==> src/rtl/trace_seq_pkg.sv <==
// trace_seq_pkg: shared types for the trace sequencer.
// Holds the FSM state enum, cache phase constants and a busy decode helper.
package trace_seq_pkg;

  typedef enum logic [2:0] {
    IDLE   = 3'd0,
    FETCH  = 3'd1,
    SEARCH = 3'd2,
    UPDATE = 3'd3,
    DONE   = 3'd4
  } state_t;

  localparam logic CACHE_SEARCH = 1'b0;
  localparam logic CACHE_UPDATE = 1'b1;

  function automatic logic is_busy(state_t s);
    return (s == FETCH) || (s == SEARCH) || (s == UPDATE);
  endfunction

endpackage

==> src/rtl/trace_sequencer_sat_counter.sv <==
// sat_counter: W-bit counter that saturates at all-ones, with sync clear.
// Ports: clk, rst (async high), clr, inc, count[W-1:0].
module sat_counter
  import trace_seq_pkg::*;
#(
  parameter int W = 16
) (
  input  logic         clk,
  input  logic         rst,
  input  logic         clr,
  input  logic         inc,
  output logic [W-1:0] count
);

  logic [W-1:0] count_q;
  logic [W-1:0] count_d;

  always_comb begin
    count_d = count_q;
    if (clr) begin
      count_d = '0;
    end else if (inc && (count_q != {W{1'b1}})) begin
      count_d = count_q + 1'b1;
    end
  end

  always_ff @(posedge clk or posedge rst) begin
    if (rst) begin
      count_q <= '0;
    end else begin
      count_q <= count_d;
    end
  end

  assign count = count_q;

endmodule

==> src/rtl/trace_sequencer.sv <==
// trace_sequencer: replays a trace ROM into the cache (search/update) and
// tallies reference/hit/miss counts with saturating counters.
// Ports: clk, rst (async high), start, hold, rom_idx/rom_data (ROM read),
//   cache_addr/cache_state/cache_hit (cache side), busy, done,
//   ref_count, hit_count, miss_count.
// Optional: MISS_CAPTURE_EN adds last_miss_addr (last missing address).
module trace_sequencer
  import trace_seq_pkg::*;
#(
  parameter int TRACE_DEPTH = 57961,
  parameter int ADDR_W      = 32,
  parameter int IDX_W       = 16,
  parameter int CNT_W       = 16
) (
  input  logic              clk,
  input  logic              rst,
  input  logic              start,
  input  logic              hold,
  output logic [IDX_W-1:0]  rom_idx,
  input  logic [ADDR_W-1:0] rom_data,
  output logic [ADDR_W-1:0] cache_addr,
  output logic              cache_state,
  input  logic              cache_hit,
  output logic              busy,
  output logic              done,
  output logic [CNT_W-1:0]  ref_count,
  output logic [CNT_W-1:0]  hit_count,
  output logic [CNT_W-1:0]  miss_count
`ifdef MISS_CAPTURE_EN
  ,
  output logic [ADDR_W-1:0] last_miss_addr
`endif
);

  localparam logic [IDX_W-1:0] LAST_IDX = IDX_W'(TRACE_DEPTH - 1);

  state_t            state_q, state_d;
  logic [IDX_W-1:0]  idx_q, idx_d;
  logic [ADDR_W-1:0] addr_q, addr_d;
  logic              clr;
  logic              upd;
  logic              hit_inc;
  logic              miss_inc;

  always_comb begin
    state_d = state_q;
    idx_d   = idx_q;
    addr_d  = addr_q;
    clr     = 1'b0;
    upd     = 1'b0;
    unique case (state_q)
      IDLE, DONE: begin
        if (start) begin
          clr     = 1'b1;
          idx_d   = '0;
          state_d = FETCH;
        end
      end
      FETCH: begin
        if (!hold) begin
          addr_d  = rom_data;
          state_d = SEARCH;
        end
      end
      SEARCH: begin
        state_d = UPDATE;
      end
      UPDATE: begin
        upd = 1'b1;
        if (idx_q == LAST_IDX) begin
          state_d = DONE;
        end else begin
          idx_d   = idx_q + 1'b1;
          state_d = FETCH;
        end
      end
      default: begin
        state_d = IDLE;
      end
    endcase
  end

  always_ff @(posedge clk or posedge rst) begin
    if (rst) begin
      state_q <= IDLE;
      idx_q   <= '0;
      addr_q  <= '0;
    end else begin
      state_q <= state_d;
      idx_q   <= idx_d;
      addr_q  <= addr_d;
    end
  end

  // cache_hit only matters on the closing edge of UPDATE
  assign hit_inc  = upd & cache_hit;
  assign miss_inc = upd & ~cache_hit;

  sat_counter #(.W(CNT_W)) u_ref (
    .clk   (clk),
    .rst   (rst),
    .clr   (clr),
    .inc   (upd),
    .count (ref_count)
  );

  sat_counter #(.W(CNT_W)) u_hit (
    .clk   (clk),
    .rst   (rst),
    .clr   (clr),
    .inc   (hit_inc),
    .count (hit_count)
  );

  sat_counter #(.W(CNT_W)) u_miss (
    .clk   (clk),
    .rst   (rst),
    .clr   (clr),
    .inc   (miss_inc),
    .count (miss_count)
  );

`ifdef MISS_CAPTURE_EN
  logic [ADDR_W-1:0] lma_q, lma_d;

  always_comb begin
    lma_d = lma_q;
    if (clr) begin
      lma_d = '0;
    end else if (miss_inc) begin
      lma_d = addr_q;
    end
  end

  always_ff @(posedge clk or posedge rst) begin
    if (rst) begin
      lma_q <= '0;
    end else begin
      lma_q <= lma_d;
    end
  end

  assign last_miss_addr = lma_q;
`endif

  assign rom_idx     = idx_q;
  assign cache_addr  = addr_q;
  assign cache_state = (state_q == UPDATE) ? CACHE_UPDATE : CACHE_SEARCH;
  assign busy        = is_busy(state_q);
  assign done        = (state_q == DONE);

endmodule

==> config.mk <==
export PLATFORM = sky130hd
export DESIGN_NAME = trace_sequencer
export DESIGN_NICKNAME = d
export VERILOG_FILES = /design/src/rtl/trace_seq_pkg.sv /design/src/rtl/trace_sequencer_sat_counter.sv /design/src/rtl/trace_sequencer.sv
export SDC_FILE = /design/constraint.sdc
export NUM_CORES = 1
export LEC_CHECK = 0
export BUFFER_PORTS_ARGS = -buffer_cell sky130_fd_sc_hd__buf_4
export CORE_ASPECT_RATIO = 0.7
export CORE_MARGIN = 1.5
export CORE_UTILIZATION = 53
export DETAILED_ROUTE_END_ITERATION = 7
export GPL_TIMING_DRIVEN = 0
export PLACE_DENSITY = 0.83
export SLEW_MARGIN = 20
export SYNTH_ARGS = -nofsm -noshare
export SYNTH_HDL_FRONTEND = slang
export SYNTH_SLANG_ARGS = --single-unit
==> constraint.sdc <==
create_clock -name clk -period 5 [get_ports clk]
set_input_delay 1.5 -clock clk [delete_from_list [all_inputs] [get_ports clk]]
set_output_delay 1.5 -clock clk [all_outputs]
set_load 0.005 [all_outputs]
Yosys cells after proc, flatten, opt, wreduce, memory -nomap -nowiden:

Cells that the tools add are included.

* flip-flop bits (word level): 99
* output and inout bits: 99

* add/subtract/negate cells: 4
* equal/unequal tests: 11
* muxes and demuxes: 16
* bitwise operators: 4
* reduce and logical (&&, ||, !) cells: 14

Operators with widths (count)
* two-way mux 16 bit: 8
* adder 16 x 1 -> 16 bit (second input constant): 4
* inequality test 16 bit (second input constant): 3
* one-hot mux 16 bit (2 select lines): 1
* == test 16 bit (second input constant): 1
* one-hot mux 3 bit (4 select lines): 1
* two-way mux 3 bit: 3
* nonzero test 2 bit: 4
* == test 3 x 2 -> 1 bit (second input constant): 2
* inequality test 2 bit (second input constant): 3
* AND reduction 2 bit: 2
* == test 3 x 1 -> 1 bit (second input constant): 1
* == test 3 bit (second input constant): 1
* logical AND 1 bit: 3
* zero test 3 bit: 1
* two-way mux 1 bit: 3
* AND reduction 3 bit: 1
* bitwise AND 1 bit: 2
* logical OR 1 bit: 2
* inverter 1 bit: 2
* OR reduction 2 bit: 1

Logic depth before layout (Yosys ltp):

Gate-level depths: netlist (run 1).

* word-level depth: 6
* gate-level depth with buffers: 7
* gate-level depth less buffers: 6

Cells and area by module:

From an unflattened synthesis (run 1), not the netlist that was laid out.

* cells, all modules: 503
* area, all modules: 5198.7 um2

Modules (own cells, without submodules)
* sat_counter: instances 3, cells each 101, area each 932.1 um2, sequential area each 400.4 um2
* trace_sequencer: instances 1, cells each 200, area each 2402.3 um2, sequential area each 1276.2 um2

Worst setup path before layout (run 1):

No wires, ideal clock.

* path type: in2reg
* from: input port cache_hit
* to: register u_hit.count_q[13], in the netlist u_hit.count[13]
* library setup time: 78 ps
* arrival: 2786 ps
* data required time: 4922 ps
* slack: 2136 ps
* stages: 4
* path buffers: 0
* cell sequence: nand4b_1 -> or4_1 -> or4_1 -> a21oi_1

* cells in the longest elaborated chain, start to end: 3

Ends and longest elaborated chain
* start: declaration: line trace_sequencer.sv:23 `input logic cache_hit,`
* bitwise AND 1 bit: line trace_sequencer.sv:96 `assign hit_inc = upd & cache_hit;`
* logical AND 1 bit: line trace_sequencer_sat_counter.sv:22 `end else if (inc && (count_q != {W{1'b1}})) begin`
* nonzero test 2 bit (no source line)
* end signal: assignment: line trace_sequencer_sat_counter.sv:31 `count_q <= count_d;`
* end: declaration: line trace_sequencer_sat_counter.sv:15 `logic [W-1:0] count_q;`

No other way between the ends.
A chain may end at the register's enable or synchronous reset.

Worst setup path after layout (run 1):

* from: register state_q[2]
* to: output port cache_state

* cells in the longest elaborated chain, start to end: 2

Ends and longest elaborated chain
* start: declaration: line trace_sequencer.sv:37 `state_t state_q, state_d;`
* start signal: assignment: line trace_sequencer.sv:89 `state_q <= state_d;`
* == test 3 x 2 -> 1 bit: line trace_sequencer.sv:148 `assign cache_state = (state_q == UPDATE) ? CACHE_UPDATE : CACHE_SEARCH;`
* two-way mux 1 bit: line trace_sequencer.sv:148
* end: declaration: line trace_sequencer.sv:22 `output logic cache_state,`

No other way between the ends.

==> metrics.yaml, run 1 <==
status:
  status: "complete, no violations"
routing:
  wl_per_cell_um: 17.9
  viasPerCell: 6.07
  firstDrtPassIters: 6
  drc: 0
  ant_nets: 0
  drtIter0Drc: 518
  drt_wl_total_um: 13700
  vias: 4632
power:
  combPwrFrac_pct: 35.6
  ir_drop_v: 0.000387
  p_sw_mw: 0.947
  p_sw_share_pct: 33.0
  seqPwrFrac_pct: 40.5
  clkPwrFrac_pct: 24.0
  power_leakage_nw: 3.00
  p_per_area_mw_per_mm2: 435
  internal-power_mw: 1.92
timing:
  setup_viol: 0
  relSlewSlack_pct: 43.2
  max_freq_mhz: 280
  rsz0062_at_grt: "no"
  finClkSkew_ps: 7.31
  finalHoldViolCount: 0
  fin_crit_ps: 3570
  worstMarginPinSlew_ps: 846
  drv_slew: 0
  timing.final.crit_share_pct: 71.5
synth:
  synth_seq_area_share_pct: 48.6
  syn_area_sq_mm: 0.00510
  yosys_warnings: 0
  synth_fp_nets: 530
  synth_ff_type: "dfrtp_1"
  synth_edf_count: 0
  avgSynthCellArea_sq_um: 10.5
  synth_top_area_share_pct: 48.6
  synthSimpleGateAreaFrac_pct: 20.6
  synthTopCellsByArea: "dfrtp_1, mux2_2, mux2i_1"
  synth_top_family_by_area: "simple AND/OR/NAND/NOR gates"
  synthAdderAreaFrac_pct: 1.23
  yosysTopAreaCell: "dfrtp_1"
  synth_compound_area_share_pct: 13.9
  async_flop_share_pct: 100
  syn_inst: 488
  ys_ff_latch: 99
  yosysUniqueCellTypes: 65
  synth_xor_area_share_pct: 0
  synthMuxAreaShare_pct: 12.6
placement:
  postPlaceCellArea_sq_mm: 0.00630
  port_buffers: 135
  place_congestion: 0.893
  place_hpwl_um: 9980
clocking:
  root_buffer: "clkbuf_16"
  clock_latency_ps: 350
  htree_levels: 3
  clock-sinks: 99
  hold_buffers: 0
  clk_pin_slew_ps: 60
  postCtsResizedCells: 0
  post_cts_buffers: 0
  cts_buffers: 9
  cts.path.max_buffers: 2
  cts_tree: "built"
cells_and_area:
  fin_util_pct: 71.6
  layout_commonest_cell: "buf_4"
  area_growth_pct: 29.3
  layout-drive-gt1-share_pct: 32.1
  fin_nets: 677
  diodes: 0
  layout_common_cells: "buf_4, dfrtp_1, nand2_1"
  finalInstanceArea_sq_mm: 0.00660
global_route:
  overflow: 0
  top_usage_layer: "met2"
  met3_usage_pct: 8.60
  met1_usage_pct: 37.4
  grt_max_degree: 78
  grt_pass1_vias: 4388
  track_usage_pct: 27.3
  antenna_found_initial: 0
  use_met2_pct: 42.2
  grt_first_pass_wirelength_um: 22100
floorplan:
  die_x_um: 120
  start_util_pct: 55.4
  rows: 29
  die_h_um: 85.1
  core_sq_mm: 0.00922
  die-area_sq_mm: 0.0102
  ios: 136
worst_setup_path:
  endpoint_kind: "primary output"
  cp-start-kind: "flop"
  critPathRequiredTime_ps: 3500
  critical_path_arrival_ps: 2070
  path_max_fanout: 10
  path_class: "flop to primary output"
  r2r_slack_ps: 2360
worst_hold_path:
  hp-class: "flop to flop"
flow_run:
  drv_cap: 0
[synthesized netlist by cell type (6+ instances only)]
| cell type | n |
|---|---|
| a21oi_1 | 30 |
| a31oi_1 | 6 |
| and3_1 | 6 |
| clkbuf_1 | 12 |
| dfrtp_1 | 99 |
| inv_1 | 11 |
| mux2_2 | 32 |
| mux2i_1 | 28 |
| nand2_1 | 54 |
| nand2b_1 | 11 |
| nand3_1 | 19 |
| nand4_1 | 16 |
| nor2_1 | 12 |
| nor3_1 | 12 |
| nor4_1 | 12 |
| o21ai_0 | 13 |
| o31ai_1 | 12 |
| or3_1 | 7 |
| or4_1 | 12 |
[power by group through the flow]
stage | Sequential, mW | Combinational, mW | Clock, mW
after floorplan | 1.16 | 0.521 | 0
after global placement | 1.15 | 0.976 | 0
after detailed placement | 1.17 | 1.02 | 0
after CTS | 1.16 | 1.02 | 0.700
after global routing | 1.19 | 1.11 | 0.740
final | 1.16 | 1.02 | 0.687
[critical path, stage by stage, from the launching register on]
cell      delay (ps)
dfrtp_1          320
clkbuf_1         280
nand3b_4         280
clkinv_1         280
clkbuf_1         340
buf_4            220
[per-stage QoR]
step	hold slack (ps)	power (mW)	instances	worst slack, ps	TNS, ps
after global placement	486	2.13	747	-238	-22790
final	512	2.87	763	1430	0
after CTS	513	2.88	763	1440	0
after detailed placement	498	2.19	748	1750	0
after global routing	526	3.04	763	1290	0
after floorplan	483	1.68	488	910	0
[worst paths after layout]
kind,startpoint,to,cells past startpoint
worst min-delay path,cache_addr[5]$_DFFE_PP0P_,cache_addr[5]$_DFFE_PP0P_,1
worst min register to register,cache_addr[5]$_DFFE_PP0P_,cache_addr[5]$_DFFE_PP0P_,1
min in group asynchronous,rst,cache_addr[1]$_DFFE_PP0P_,2
worst max-delay path,state_q[2]$_DFFE_PP0P_,cache_state,5
worst max register to register,rom_idx[0]$_DFFE_PP0P_,rom_idx[3]$_DFFE_PP0P_,6
max in group asynchronous,rst,rom_idx[7]$_DFFE_PP0P_,3
[sequential cells by signal, summed over array words and instances (netlist names)]
name and flops:
u_hit.count 16, u_miss.count 16, state_q 3, u_ref.count 16, cache_addr 32, rom_idx 16
[metal layers]
metal | share of wire (%) | wire length (um)
met4 | 1.8 | 246
met2 | 46 | 6340
met1 | 43 | 5870
met3 | 9.0 | 1230
met5 | 0 | 0
[kinds of logic (layout without fill, tap and decap cells)]
kind of cell | count (synthesis) | in the layout
flops | 99 | 99
fa+ha+maj | 5 | 5
compound gates | 102 | 102
mux | 60 | 60
buf+inv | 35 | 186
simple gates | 187 | 187
[area by class of cell]
type / count / area [sq um]
multi-input combinational: 354 / 2470
sequential: 99 / 2480
fill: 711 / 2620
tap: 124 / 155
clock buffer: 9 / 225
timing repair buffer: 136 / 1040
inverter: 12 / 50.0
clock inverter: 6 / 66.3
buffer: 23 / 113
No activity file was read; power rests on OpenSTA's default activity.
==> inputs of run 2 (changes only) <==
--- a/config.mk
+++ b/config.mk
@@ -8,10 +8,10 @@
 export BUFFER_PORTS_ARGS = -buffer_cell sky130_fd_sc_hd__buf_4
 export CORE_ASPECT_RATIO = 0.7
 export CORE_MARGIN = 1.5
-export CORE_UTILIZATION = 53
+export CORE_UTILIZATION = 48
 export DETAILED_ROUTE_END_ITERATION = 7
 export GPL_TIMING_DRIVEN = 0
-export PLACE_DENSITY = 0.83
+export PLACE_DENSITY = 0.8
 export SLEW_MARGIN = 20
 export SYNTH_ARGS = -nofsm -noshare
 export SYNTH_HDL_FRONTEND = slang
==> constraint.sdc (replaced) <==
create_clock -name clk -period 2.95 [get_ports clk]
set_input_delay 0.885 -clock clk [delete_from_list [all_inputs] [get_ports clk]]
set_output_delay 0.885 -clock clk [all_outputs]
set_load 0.005 [all_outputs]
==> run 2 against run 1 <==
Critical path depth down 1. Cell count is 1.3% higher. Clock skew fell by 3.6 ps. Non-clock buffer count increased by 1. Clock-buffer cell count up 1. Core utilization is 7.5 points lower. Worst hold slack got worse by 9.3 ps. Cell area up 0.51%. Sequential power is 70% higher. Clock power is 66% higher.
==> metrics.yaml, run 2 (synthesized netlist as in run 1, its figures left out) <==
status:
  status: "complete, no violations"
cells_and_area:
  layout_commonest_cell: "buf_4"
  finalInstanceArea_sq_mm: 0.00663  # +0.51%
  area_growth_pct: 29.9
  fin_nets: 678  # +0.15%
  diodes: 0  # unchanged
  layout_common_cells: "buf_4, dfrtp_1, nand2_1"
  largest_reg_flops: 32  # unchanged
  layout-drive-gt1-share_pct: 32.6  # +0.52 points
floorplan:
  core_sq_mm: 0.0104  # +12%
  start_util_pct: 49.3  # -6.1 points
  die_h_um: 89.3  # +4.9%
  die_x_um: 126  # +5.0%
  die-area_sq_mm: 0.0113  # +10%
  ios: 136  # unchanged
  rows: 31  # +6.9%
clocking:
  clock-sinks: 99  # unchanged
  root_buffer: "clkbuf_16"
  cts.path.max_buffers: 2  # unchanged
  hold_buffers: 0  # unchanged
  htree_levels: 3  # unchanged
  clock_latency_ps: 340  # about the same
  cts_buffers: 9  # unchanged
  cts_tree: "built"
  clk_pin_slew_ps: 70  # about the same
worst_setup_path:
  endpoint_kind: "primary output"
  max_stage_delay_ps: 480  # +140 ps
  worst_path_max_delay_cell: "dfrtp_1"
  crit_buf_inv: 3  # -1
  path_max_fanout: 10  # unchanged
  cp_cell_sequence: "nand3b_4 -> clkinv_1 -> clkbuf_2 -> buf_4"
  path_class: "flop to primary output"
  critical_path.top_delay_family: "buffers and inverters"
  critical_path_arrival_ps: 1860  # -210 ps
  cp-start-kind: "flop"
  critPathRequiredTime_ps: 2070  # -1430 ps
routing:
  wl_per_cell_um: 17.4  # -3.1%
  drt_wl_total_um: 13400  # -1.9%
  viasPerCell: 5.99  # -1.3%
  firstDrtPassIters: 5  # -1
  vias: 4633  # +0.022%
  ant_nets: 0  # unchanged
  drc: 0  # unchanged
  drtIter0Drc: 289  # -44%
timing:
  finClkSkew_ps: 3.67  # -3.65 ps
  hold_slack_ps: 503  # -9.32 ps
  drv_slew: 0  # unchanged
  setup_viol: 0  # unchanged
  max_freq_mhz: 364
  worstMarginPinSlew_ps: 830  # -15.2 ps
  timing.final.crit_share_pct: 93.1
  fin_crit_ps: 2750
  rsz0062_at_grt: "no"
  relSlewSlack_pct: 44.5  # +1.4 points
  finalHoldViolCount: 0  # unchanged
  finalSetupTns_ps: 0  # unchanged
power:
  power_leakage_nw: 3.00  # +0.25%
  ir_drop_v: 0.000484  # +25%
  p_per_area_mw_per_mm2: 728  # +68%
  power_mw: 4.83  # +68%
placement:
  port_buffers: 135  # unchanged
  place_congestion: 0.897  # +0.46%
  place_hpwl_um: 9770  # -2.1%
  postPlaceCellArea_sq_mm: 0.00634  # +0.66%
worst_hold_path:
  hp-class: "flop to flop"
global_route:
  grt_max_degree: 31  # -60%
  overflow: 0  # unchanged
  antenna_found_initial: 0  # unchanged
  track_usage_pct: 23.8  # -3.5 points
  grt_pass1_vias: 4405  # +0.39%
  grt_first_pass_wirelength_um: 21200  # -3.8%
flow_run:
  drv_cap: 0  # unchanged
-- run 2: what timing repair did --
item,4_1_cts,5_1_grt
resized for setup,1,0
setup endpoints to repair,1,1
endpoints found under the hold margin,0,0
pin swaps,0,0
setup buffers,0,0
-- run 2: final timing paths --
path | startpoint | end | slack (ps) | cells after the start
worst min register to register | u_miss.count[6]$_DFFE_PP0P_ | u_miss.count[6]$_DFFE_PP0P_ | 500 | 1
worst max-delay path | state_q[2]$_DFFE_PP0P_ | cache_state | 200 | 4
max in group asynchronous | rst | rom_idx[8]$_DFFE_PP0P_ | 1710 | 4
worst min-delay path | u_miss.count[6]$_DFFE_PP0P_ | u_miss.count[6]$_DFFE_PP0P_ | 500 | 1
worst max register to register | rom_idx[0]$_DFFE_PP0P_ | rom_idx[4]$_DFFE_PP0P_ | 340 | 6
min in group asynchronous | rst | cache_addr[18]$_DFFE_PP0P_ | 550 | 2
-- run 2: metrics by stage --
step / worst slack [ps] / utilization (%) / instances
3_3_place_gp: 228 / 60.7 / 755
3_5_place_dp: 355 / 61.3 / 758
6_report: 205 / 64.0 / 773
4_1_cts: 56.2 / 64.0 / 774
5_1_grt: 78.3 / 64.0 / 773
2_1_floorplan: 640 / - / 488
-- run 2: cell type report --
| type | instances | area [sq um] |
|---|---|---|
| buffer | 22 | 110 |
| clock buffer | 10 | 239 |
| clock inverter | 6 | 47.5 |
| fill | 834 | 3730 |
| inverter | 12 | 48.8 |
| multi-input combinational | 354 | 2470 |
| sequential | 99 | 2480 |
| tap | 132 | 165 |
| timing repair buffer | 138 | 1070 |
-- run 2: per-layer routing --
layer,share of wire (%),vias to the layer above,global-route usage (%),wire (um)
li1,-,2146,-,-
met1,44,2266,31.2,5940
met2,46,201,38.8,6210
met3,8.4,20,8.20,1130
met4,1.1,0,5.64,141
met5,0,-,0,0
-- run 2: report_power, final --
group          total, mW  internal, mW  switching (mW)  leakage (nW)
Combinational       1.72         0.908           0.813          1.57
Sequential          1.97          1.69           0.273          1.30
Clock               1.14         0.605           0.536         0.140
Total               4.83          3.20            1.62          3.00
==> inputs of run 3 (changes only) <==
--- a/config.mk
+++ b/config.mk
@@ -11,7 +11,8 @@
 export CORE_UTILIZATION = 48
 export DETAILED_ROUTE_END_ITERATION = 7
 export GPL_TIMING_DRIVEN = 0
-export PLACE_DENSITY = 0.8
+export PLACE_DENSITY_LB_ADDON = 0.15
+export RECOVER_POWER = 25
 export SLEW_MARGIN = 20
 export SYNTH_ARGS = -nofsm -noshare
 export SYNTH_HDL_FRONTEND = slang
==> run 3 against run 2 <==
Global-route usage increased by 0.34 points. Combinational power about the same. Via count decreased by 1.2%. Non-clock buffer count unchanged. Wire length decreased by 2.1%. Maximum frequency increased by 1.4%. Die area unchanged. Worst hold slack improved by 6.6 ps. Critical path depth unchanged. Clock power increased by 15%. Critical path type unchanged. Critical endpoint unchanged.
==> metrics.yaml, run 3 (synthesized netlist as in run 1, its figures left out) <==
status:
  status: "complete, no violations"
floorplan:
  start_util_pct: 49.3  # unchanged
  ios: 136  # unchanged
  die-area_sq_mm: 0.0113  # unchanged
  die_x_um: 126  # unchanged
  die_h_um: 89.3  # unchanged
  rows: 31  # unchanged
  core_sq_mm: 0.0104  # unchanged
timing:
  drv_slew: 0  # unchanged
  finalHoldViolCount: 0  # unchanged
  rsz0062_at_grt: "no"
  setup_viol: 0  # unchanged
  relSlewSlack_pct: 8.99  # -36 points
  fin_crit_ps: 2710  # -39.1 ps
  timing.final.ws_setup_ps: 244  # +39.1 ps
  finClkSkew_ps: 6.82  # +3.15 ps
  finalSetupTns_ps: 0  # unchanged
  timing.final.crit_share_pct: 91.7  # -1.3 points
  worstMarginPinSlew_ps: 1360  # +532 ps
  max_freq_mhz: 370  # +1.4%
cells_and_area:
  layout_common_cells: "buf_4, dfrtp_1, nand2_1"
  fin_util_pct: 64.2  # +0.23 points
  largest_reg_flops: 32  # unchanged
  diodes: 0  # unchanged
  area_growth_pct: 30.4
  layout-drive-gt1-share_pct: 32.1  # -0.47 points
  fin_nets: 678  # unchanged
  layout_commonest_cell: "buf_4"
routing:
  drc: 0  # unchanged
  drtIter0Drc: 448  # +55%
  wl_per_cell_um: 17.0  # -2.1%
  firstDrtPassIters: 5  # unchanged
  viasPerCell: 5.92  # -1.2%
  ant_nets: 0  # unchanged
  vias: 4576  # -1.2%
  drt_wl_total_um: 13100  # -2.1%
placement:
  place_ws_ps: 285  # -70.3 ps
  port_buffers: 135  # unchanged
  place_hpwl_um: 9800  # +0.32%
  place_congestion: 0.919  # +2.4%
clocking:
  clock-sinks: 99  # unchanged
  cts_tree: "built"
  clk_pin_slew_ps: 70  # about the same
  cts.path.max_buffers: 2  # unchanged
  root_buffer: "clkbuf_16"
  htree_levels: 3  # unchanged
  clock_latency_ps: 340  # about the same
  cts_buffers: 9  # unchanged
power:
  ir_drop_v: 0.000578  # +20%
  power_leakage_nw: 3.03  # +0.88%
  p_per_area_mw_per_mm2: 747  # +2.6%
global_route:
  grt_first_pass_wirelength_um: 21500  # +1.1%
  grt_max_degree: 32  # +3.2%
  overflow: 0  # unchanged
  antenna_found_initial: 0  # unchanged
  grt_pass1_vias: 4226  # -4.1%
  track_usage_pct: 24.1  # +0.34 points
worst_setup_path:
  path_max_fanout: 10  # unchanged
  critical_path_arrival_ps: 1820  # -40 ps
  cp-start-kind: "flop"
  path_class: "flop to primary output"
  endpoint_kind: "primary output"
  critPathRequiredTime_ps: 2070  # about the same
worst_hold_path:
  hp-class: "flop to flop"
flow_run:
  drv_cap: 0  # unchanged
-- run 3: cell types whose count changed in the layout (fill, tap and decap cells not counted), moves of 2 or more --
cell,change
buf_4,-2
clkinvlp_4,-2
bufinv_16,+2
buf_12,-2
-- run 3: path summary, 6_finish.rpt --
| path | startpoint | cells past startpoint | slack, ps | endpoint |
|---|---|---|---|---|
| min in group asynchronous | rst | 2 | 700 | cache_addr[6]$_DFFE_PP0P_ |
| max in group asynchronous | rst | 3 | 480 | cache_addr[5]$_DFFE_PP0P_ |
| min reg2reg | cache_addr[8]$_DFFE_PP0P_ | 1 | 510 | cache_addr[8]$_DFFE_PP0P_ |
| max reg2reg | rom_idx[0]$_DFFE_PP0P_ | 6 | 360 | rom_idx[12]$_DFFE_PP0P_ |
| min | cache_addr[8]$_DFFE_PP0P_ | 1 | 510 | cache_addr[8]$_DFFE_PP0P_ |
| max | state_q[2]$_DFFE_PP0P_ | 4 | 240 | cache_state |
-- run 3: critical path: stages (launching register included) --
cell	delay, ps
dfrtp_1	480
nand3b_4	270
clkinv_1	250
clkbuf_2	290
buf_4	180
-- run 3: what timing repair did --
item	4_1_cts	5_1_grt
setup endpoints to repair	0	1
gates resized for setup	0	2
setup buffers	0	0
hold buffers	0	0
-- run 3: cell type report --
type                       instances  area (sq um)
fill                             871          3700
clock inverter                     7           106
clock buffer                       9           225
sequential                        99          2480
inverter                          12          46.3
multi-input combinational        354          2470
tap                              132           165
buffer                            22           110
timing repair buffer             138          1050
-- run 3: metrics by stage --
step / cells / power [mW] / hold WS [ps] / cell area (sq um)
floorplan: 488 / 2.84 / 483 / 5110
global placement: 755 / 3.62 / 492 / 6280
detailed placement: 758 / 3.70 / 497 / 6340
CTS: 774 / 5.03 / 513 / 6680
global route: 773 / 5.30 / 522 / 6650
finish: 773 / 4.97 / 509 / 6650
-- run 3: routing by layer --
metal / wire (um) / up-vias / track usage, %
met3: 1040 / 11 / 6.76
met5: 0 / - / 0
met1: 6030 / 2224 / 34.8
li1: - / 2156 / -
met2: 5950 / 185 / 36.2
met4: 108 / 0 / 6.27
-- run 3: power by group --
part / internal [mW] / switching [mW] / leakage [nW]
clock: 0.760 / 0.552 / 0.163
sequential: 1.69 / 0.266 / 1.30
combinational: 0.905 / 0.795 / 1.57
total: 3.36 / 1.61 / 3.03
